**src/rtl/narma_pkg.sv**
```systemverilog
// Shared constants and types for the NARMA-10 generator.
// Values are unsigned Q6.10: the real value is code/1024.
package narma_pkg;

   localparam int Q_FRAC      = 10;
   localparam int C_A         = 307;   // 0.3
   localparam int C_B         = 51;    // 0.05
   localparam int C_C         = 1536;  // 1.5
   localparam int C_D         = 102;   // 0.1
   localparam int U_MASK_BITS = 9;

   // Right-shifting Fibonacci LFSR: these bits form x^16+x^14+x^13+x^11+1
   localparam int LFSR_TAP0 = 0;
   localparam int LFSR_TAP1 = 2;
   localparam int LFSR_TAP2 = 3;
   localparam int LFSR_TAP3 = 5;

   typedef logic [15:0] q6_10_t;

endpackage

```
**src/rtl/narma_lfsr.sv**
```systemverilog
// 16-bit Fibonacci LFSR that supplies the NARMA input sequence.
// A zero seed is replaced by 1 so that the register can never lock up.
module narma_lfsr
   import narma_pkg::*;
#(
   parameter logic [15:0] SEED = 16'hACE1
) (
   input  logic        clk,
   input  logic        rst,
   output logic [15:0] state
);

   localparam logic [15:0] SEED_EFF = (SEED == 16'h0000) ? 16'h0001 : SEED;

   logic [15:0] lfsr_q, lfsr_d;
   logic        fb;

   always_comb begin
      fb     = lfsr_q[LFSR_TAP0] ^ lfsr_q[LFSR_TAP1] ^ lfsr_q[LFSR_TAP2] ^ lfsr_q[LFSR_TAP3];
      lfsr_d = {fb, lfsr_q[15:1]};
   end

   always_ff @(posedge clk or negedge rst) begin
      if (!rst) lfsr_q <= SEED_EFF;
      else      lfsr_q <= lfsr_d;
   end

   assign state = lfsr_q;

endmodule

```
**src/rtl/narma_system.sv**
```systemverilog
// Free-running NARMA-10 target generator: one Q6.10 sample per clock,
// driven by an internal LFSR input sequence.
module narma_system
   import narma_pkg::*;
#(
   parameter logic [15:0] LFSR_SEED = 16'hACE1,
   parameter int          HIST_LEN  = 10
) (
   input  logic   clk,
   input  logic   rst,
   output q6_10_t narma_output,
   output q6_10_t narma_input,
   output logic   out_valid
);

   localparam q6_10_t U_MASK = 16'((1 << U_MASK_BITS) - 1);

   logic [15:0] lfsr_state;
   q6_10_t      u_t;

   q6_10_t [HIST_LEN-1:0] y_h_q, y_h_d;
   q6_10_t [HIST_LEN-2:0] u_h_q, u_h_d;
   logic   [3:0]          warm_q, warm_d;

   logic [19:0] sum_s;
   logic [25:0] p;
   logic [7:0]  q;
   logic [27:0] a, b, c, y_sum;
   q6_10_t      y_next;

   narma_lfsr #(.SEED(LFSR_SEED)) u_lfsr (
      .clk   (clk),
      .rst   (rst),
      .state (lfsr_state)
   );

   assign u_t = lfsr_state & U_MASK;

   // Every product is sized so that nothing is lost before the floor shift.
   always_comb begin
      sum_s = '0;
      for (int k = 0; k < HIST_LEN; k++) sum_s = sum_s + 20'(y_h_q[k]);
      a      = 28'((26'(C_A) * 26'(y_h_q[0])) >> Q_FRAC);
      p      = 26'((36'(y_h_q[0]) * 36'(sum_s)) >> Q_FRAC);
      b      = 28'((32'(C_B) * 32'(p)) >> Q_FRAC);
      q      = 8'((32'(u_t) * 32'(u_h_q[HIST_LEN-2])) >> Q_FRAC);
      c      = 28'((19'(C_C) * 19'(q)) >> Q_FRAC);
      y_sum  = a + b + c + 28'(C_D);
      y_next = (y_sum > 28'h000FFFF) ? 16'hFFFF : y_sum[15:0];
   end

   always_comb begin
      y_h_d  = {y_h_q[HIST_LEN-2:0], y_next};
      u_h_d  = {u_h_q[HIST_LEN-3:0], u_t};
      warm_d = (warm_q == 4'(HIST_LEN)) ? warm_q : warm_q + 4'd1;
   end

   always_ff @(posedge clk or negedge rst) begin
      if (!rst) begin
         y_h_q  <= '0;
         u_h_q  <= '0;
         warm_q <= '0;
      end else begin
         y_h_q  <= y_h_d;
         u_h_q  <= u_h_d;
         warm_q <= warm_d;
      end
   end

   assign narma_output = y_h_q[0];
   assign narma_input  = u_t;
   assign out_valid    = (warm_q == 4'(HIST_LEN));

endmodule

```
**config.mk**
```make
export PLATFORM = sky130hd
export DESIGN_NAME = narma_system
export DESIGN_NICKNAME = d
export VERILOG_FILES = /design/src/rtl/narma_pkg.sv /design/src/rtl/narma_lfsr.sv /design/src/rtl/narma_system.sv
export SDC_FILE = /design/constraint.sdc
export NUM_CORES = 2
export LEC_CHECK = 0
export CAP_MARGIN = 40
export CORE_ASPECT_RATIO = 0.6
export CORE_MARGIN = 8
export CORE_UTILIZATION = 62
export CTS_BUF_LIST = sky130_fd_sc_hd__clkbuf_8
export DETAILED_ROUTE_END_ITERATION = 6
export PLACE_DENSITY = 0.8
export SKIP_CTS_REPAIR_TIMING = 1
export SLEW_MARGIN = 20
export SYNTH_ARGS = -nofsm -noshare
export SYNTH_HDL_FRONTEND = slang
export SYNTH_SLANG_ARGS = --single-unit
```
**constraint.sdc**
```tcl
create_clock -name clk -period 50 [get_ports clk]
set_input_delay 10 -clock clk [delete_from_list [all_inputs] [get_ports clk]]
set_output_delay 10 -clock clk [all_outputs]
set_load 0.01 [all_outputs]
```
Word-level counts from Yosys, hierarchy flattened

Cells that the tools add are included.
W data, S select, Z words.

Add/sub/neg operators: 13
$mul: 5
Div/mod/pow operators: 0
Order comparisons: 1
Equality and inequality tests: 1
Shift operators: 0
Mux-type cells: 1
Bitwise gates (word level): 3
Reduce and logical (&&, ||, !) cells: 0

Operators by type and width:

| operator                | count |
|---|---|
| $add A20 B16 Y20        | 5 |
| $mul A16 B20 Y36        | 1 |
| $mul A6 B26 Y32 const A | 1 |
| $add A24 B7 Y25 const B | 1 |
| $gt A25 B16 Y1 const B  | 1 |
| $mul A9 B16 Y25 const A | 1 |
| $add A23 B9 Y24         | 1 |
| $add A15 B22 Y23        | 1 |
| $add A19 B16 Y20        | 1 |
| $add A18 B16 Y19        | 1 |
| $add A17 B16 Y18        | 1 |
| $mul A9 B9 Y18          | 1 |
| $add A16 B16 Y17        | 1 |
| $mux W16                | 1 |
| $mul A2 B8 Y10 const A  | 1 |
| $add A4 B1 Y4 const B   | 1 |
| $eq A4 B4 Y1 const B    | 1 |
| $xor A1 B1 Y1           | 3 |

Register bits after elaboration: 261
Bits in latches: 0
RAM bits: 0
Bits in read-only memories: 0
Bits of input ports: 2
Output and inout bits: 33
Logic and storage cells: 45
Memories kept: 0

Longest topological paths before layout

Word-level depth: 16
Mapped depth: 71
Mapped depth without buffers: 67

Cells and area by module

From an unflattened synthesis, not the netlist that was laid out.

Cell total of the unflattened synthesis: 2,801
Area total of the unflattened synthesis: 29,290.6 µm²

Modules (own cells, without submodules):

| module       | instances | cells each | area each (µm²) | sequential area each (µm²) |
|---|---|---|---|---|
| narma_system | 1         | 2,782      | 28,853.9        | 6,130.9 |
| narma_lfsr   | 1         | 19         | 436.7           | 410.4 |

Worst setup path after synthesis

No wires, ideal clock.

Path kind: register to register
From: register y_h_q, in the netlist narma_output[1]
To: register y_h_q, in the netlist narma_output[10]
Library setup time: 0.120 ns
Data arrival time: 16.645 ns
Required time: 49.880 ns
Setup slack: 33.235 ns
Stages on the path, launching flop included: 67
Path buffers: 4
Clock period less this slack: 16.765 ns
Cell sequence: dfrtp_1 -> clkbuf_1 -> clkbuf_1 -> inv_1 -> fa_1 -> inv_1 -> fa_1 -> fa_1 -> inv_1 -> fa_1 -> fa_1 -> inv_1 -> fa_1 -> a21o_1 -> a21oi_1 -> o21bai_1 -> a211oi_1 -> nor3_1 -> (+31 left out) -> o21bai_1 -> a21oi_1 -> o21ba_2 -> xor2_1 -> fa_1 -> inv_1 -> ha_1 -> ha_1 -> or3_1 -> o2111ai_1 -> a21boi_0 -> o21a_1 -> o21a_1 -> o41ai_1 -> mux2i_1 -> nor4_4 -> buf_6 -> nand2_1

RTL lines:

| item                   | line               | text |
|---|---|---|
| start, declared        | narma_system.sv:21 | `q6_10_t [HIST_LEN-1:0] y_h_q, y_h_d;` |
| start signal, assigned | narma_system.sv:64 | `y_h_q <= y_h_d;` |

==> out/metrics.yaml <==
outcome:
  status: "finished, final reports clean"
critical_path:
  cp_common_cell: "fa_1"
  cpPeakStageDelay_ps: 570
  arrival_ps: 18290
  reg2reg_slack_ps: 32160
  crit_buf_inv: 11
  reg2reg_to: "narma_output[2]"
  cp_max_fo: 26
  slowest_stage: "fa_1"
  ff2ff_path_depth: 65
  critical_path_class: "reg -> reg"
  start_kind: "register"
  crit_family: "adder cells"
  required_ps: 50450
  critPathCaptureType: "register"
  r2r_start: "narma_output[2]"
synthesis:
  synth-edff-count: 0
  synth_flop_cell: "dfrtp_1"
  synth.yosys.warnings: 0
  synth-seq-cells: 225
  ys_types: 59
  ys_seq_area_share_pct: 19.9
  syn_inst: 2772
  synthMuxAreaShare_pct: 0.0353
  synth_top_family_by_area: "adder cells"
  synthArstFlopShare_pct: 100
  synth_compound_area_share_pct: 5.03
  avgSynthCellArea_um2: 10.2
  syn-cell-area_um2: 28400
  synth-adder-area-share_pct: 50.8
  synthXorXnorAreaFrac_pct: 3.58
  synthSimpleGateAreaFrac_pct: 10.4
cells_and_area:
  fin_nets: 3633
  drive_gt1_share_pct: 3.92
  n_antenna_cell: 0
  layout_commonest_cell: "inv_1"
  synthToLayoutAreaGrowth_pct: 5.53
  fin_util_pct: 66.6
  finalNonFillerCells: 3394
  final_cell_mix: "inv_1, fa_1, ha_1, nand2_1, dfrtp_1"
sta:
  worst_slew_pin_slew_ps: 894
  rsz0062_at_grt: "false"
  slew_violations: 0
  hold_violations: 0
  timing.final.crit_share_pct: 35.7
  slew_headroom_pct: 40.1
  setup_violations: 0
  timing.fmax_ghz: 0.0560
  fin_tns_setup_ps: 0
  skew_ps: 54.0
  period_needed_ps: 17840
floorplan:
  core_area_um2: 45000
  ios: 35
  fp.dieH_um: 182
  die_w_um: 292
  die-area_um2: 53100
  rows: 60
  start_util_pct: 63.1
clock_tree:
  numCtsBuffers: 36
  worstSkewPairLatency_ps: 570
  clk_pin_slew_worst_paths_ps: 60
  cts_buffer_depth: 3
  clockRootBuffer: "clkbuf_8"
  cts_tree: "yes"
  cts_max_level: 2
  clock_sinks: 225
global_routing:
  first_global_vias: 21100
  antenna_found_initial: 2
  grt_pass1_wl_um: 108000
  grt_max_degree: 103
  gr-total-overflow: 0
  gr-usage-all-layers_pct: 25.5
placement:
  place_hpwl_um: 51600
  place_congestion: 0.936
  io_buffers: 27
  dp_cells: 3330
min_path:
  hp-start: "u_h_d[22]"
  hold-path-endpoint: "u_h_d[38]"
  hold-path-cell-count: 0
  hp-class: "reg -> reg"
job:
  drv_cap: 0
routing:
  avgRoutedWirePerCell_um: 18.8
  drt-pass1-iter-count: 6
  drt_first_iter_violations: 1351
  drc: 0
  finalWirelength_um: 63900
  route.antenna.remaining_nets: 0
  via_per_inst: 5.55
  vias: 18800
power:
  leakage_uw: 0.0165
  ir_worst_vdd_mv: 0.0136
  power.density_nw_per_um2: 11.3
[synthesized netlist by cell type (12+ instances only)]
library cell,instances,area (µm²)
nand2_1,292,1100
fa_1,502,10000
xor2_1,45,394
o21a_1,15,113
xnor2_1,71,622
nand2b_1,15,93.8
a21oi_1,74,370
ha_1,349,4370
clkbuf_1,66,248
nor3_1,22,110
and2_1,159,995
buf_4,32,240
nor2b_1,12,75.1
nor2_1,61,229
a21o_1,29,218
o21ai_0,35,175
nand3_1,19,95.1
dfrtp_1,217,5430
inv_1,642,2410
[area by class of cell]
type,count,area (µm²)
multi-input combinational,1812,19900
timing repair buffer,63,583
clock inverter,23,125
inverter,642,2410
clock buffer,40,551
tap,589,737
sequential,225,5640
fill,3360,15000
[layer usage]
layer	up-vias	GRT usage, %	part of all wire (%)
li1	8378	-	-
met1	9507	36.4	44
met2	799	37.9	43
met3	136	7.61	11
met4	0	6.80	2.5
met5	-	0	0
[report_power, final]
part           switching (µW)  total (µW)  internal [µW]
logic                    3.77        4.15          0.371
registers                   0         182            182
clock network            74.8         153           78.7
[worst max-delay path by stage]
stage / from / to / slack (ps) / cells after the start
floorplan: narma_output[1] / narma_output[10] / 33240 / 66
global placement: narma_output[2] / narma_output[13] / 32310 / 65
detailed placement: narma_output[2] / narma_output[13] / 31890 / 65
CTS: narma_output[2] / narma_output[13] / 31820 / 64
global route: narma_output[2] / narma_output[12] / 31100 / 68
finish: narma_output[2] / narma_output[2] / 32160 / 65
[logic make-up after synthesis]
logic type | Yosys count
xor+xnor | 116
mux | 1
fa+ha+maj | 851
flops | 225
compound gates | 219
buf+inv | 741
other cells | 1
simple gates | 618
[metrics by stage]
stage / hold WS, ps / total power [µW] / instance area (µm²) / setup slack, ps
2_1_floorplan: 331 / 186 / 28400 / 33240
3_3_place_gp: 331 / 189 / 29200 / 32310
3_5_place_dp: 335 / 190 / 29300 / 31890
4_1_cts: 340 / 343 / 29900 / 31820
5_1_grt: 344 / 352 / 30000 / 31100
6_report: 336 / 340 / 30000 / 32160
[registers in the layout, summed over array words and instances (netlist names)]
register / count
y_h_d: 128
u_h_d: 40
narma_output: 16
u_lfsr.state: 16
y_h_q: 16
u_h_q: 5
warm_q: 4
No activity file was read; power rests on OpenSTA's default activity.
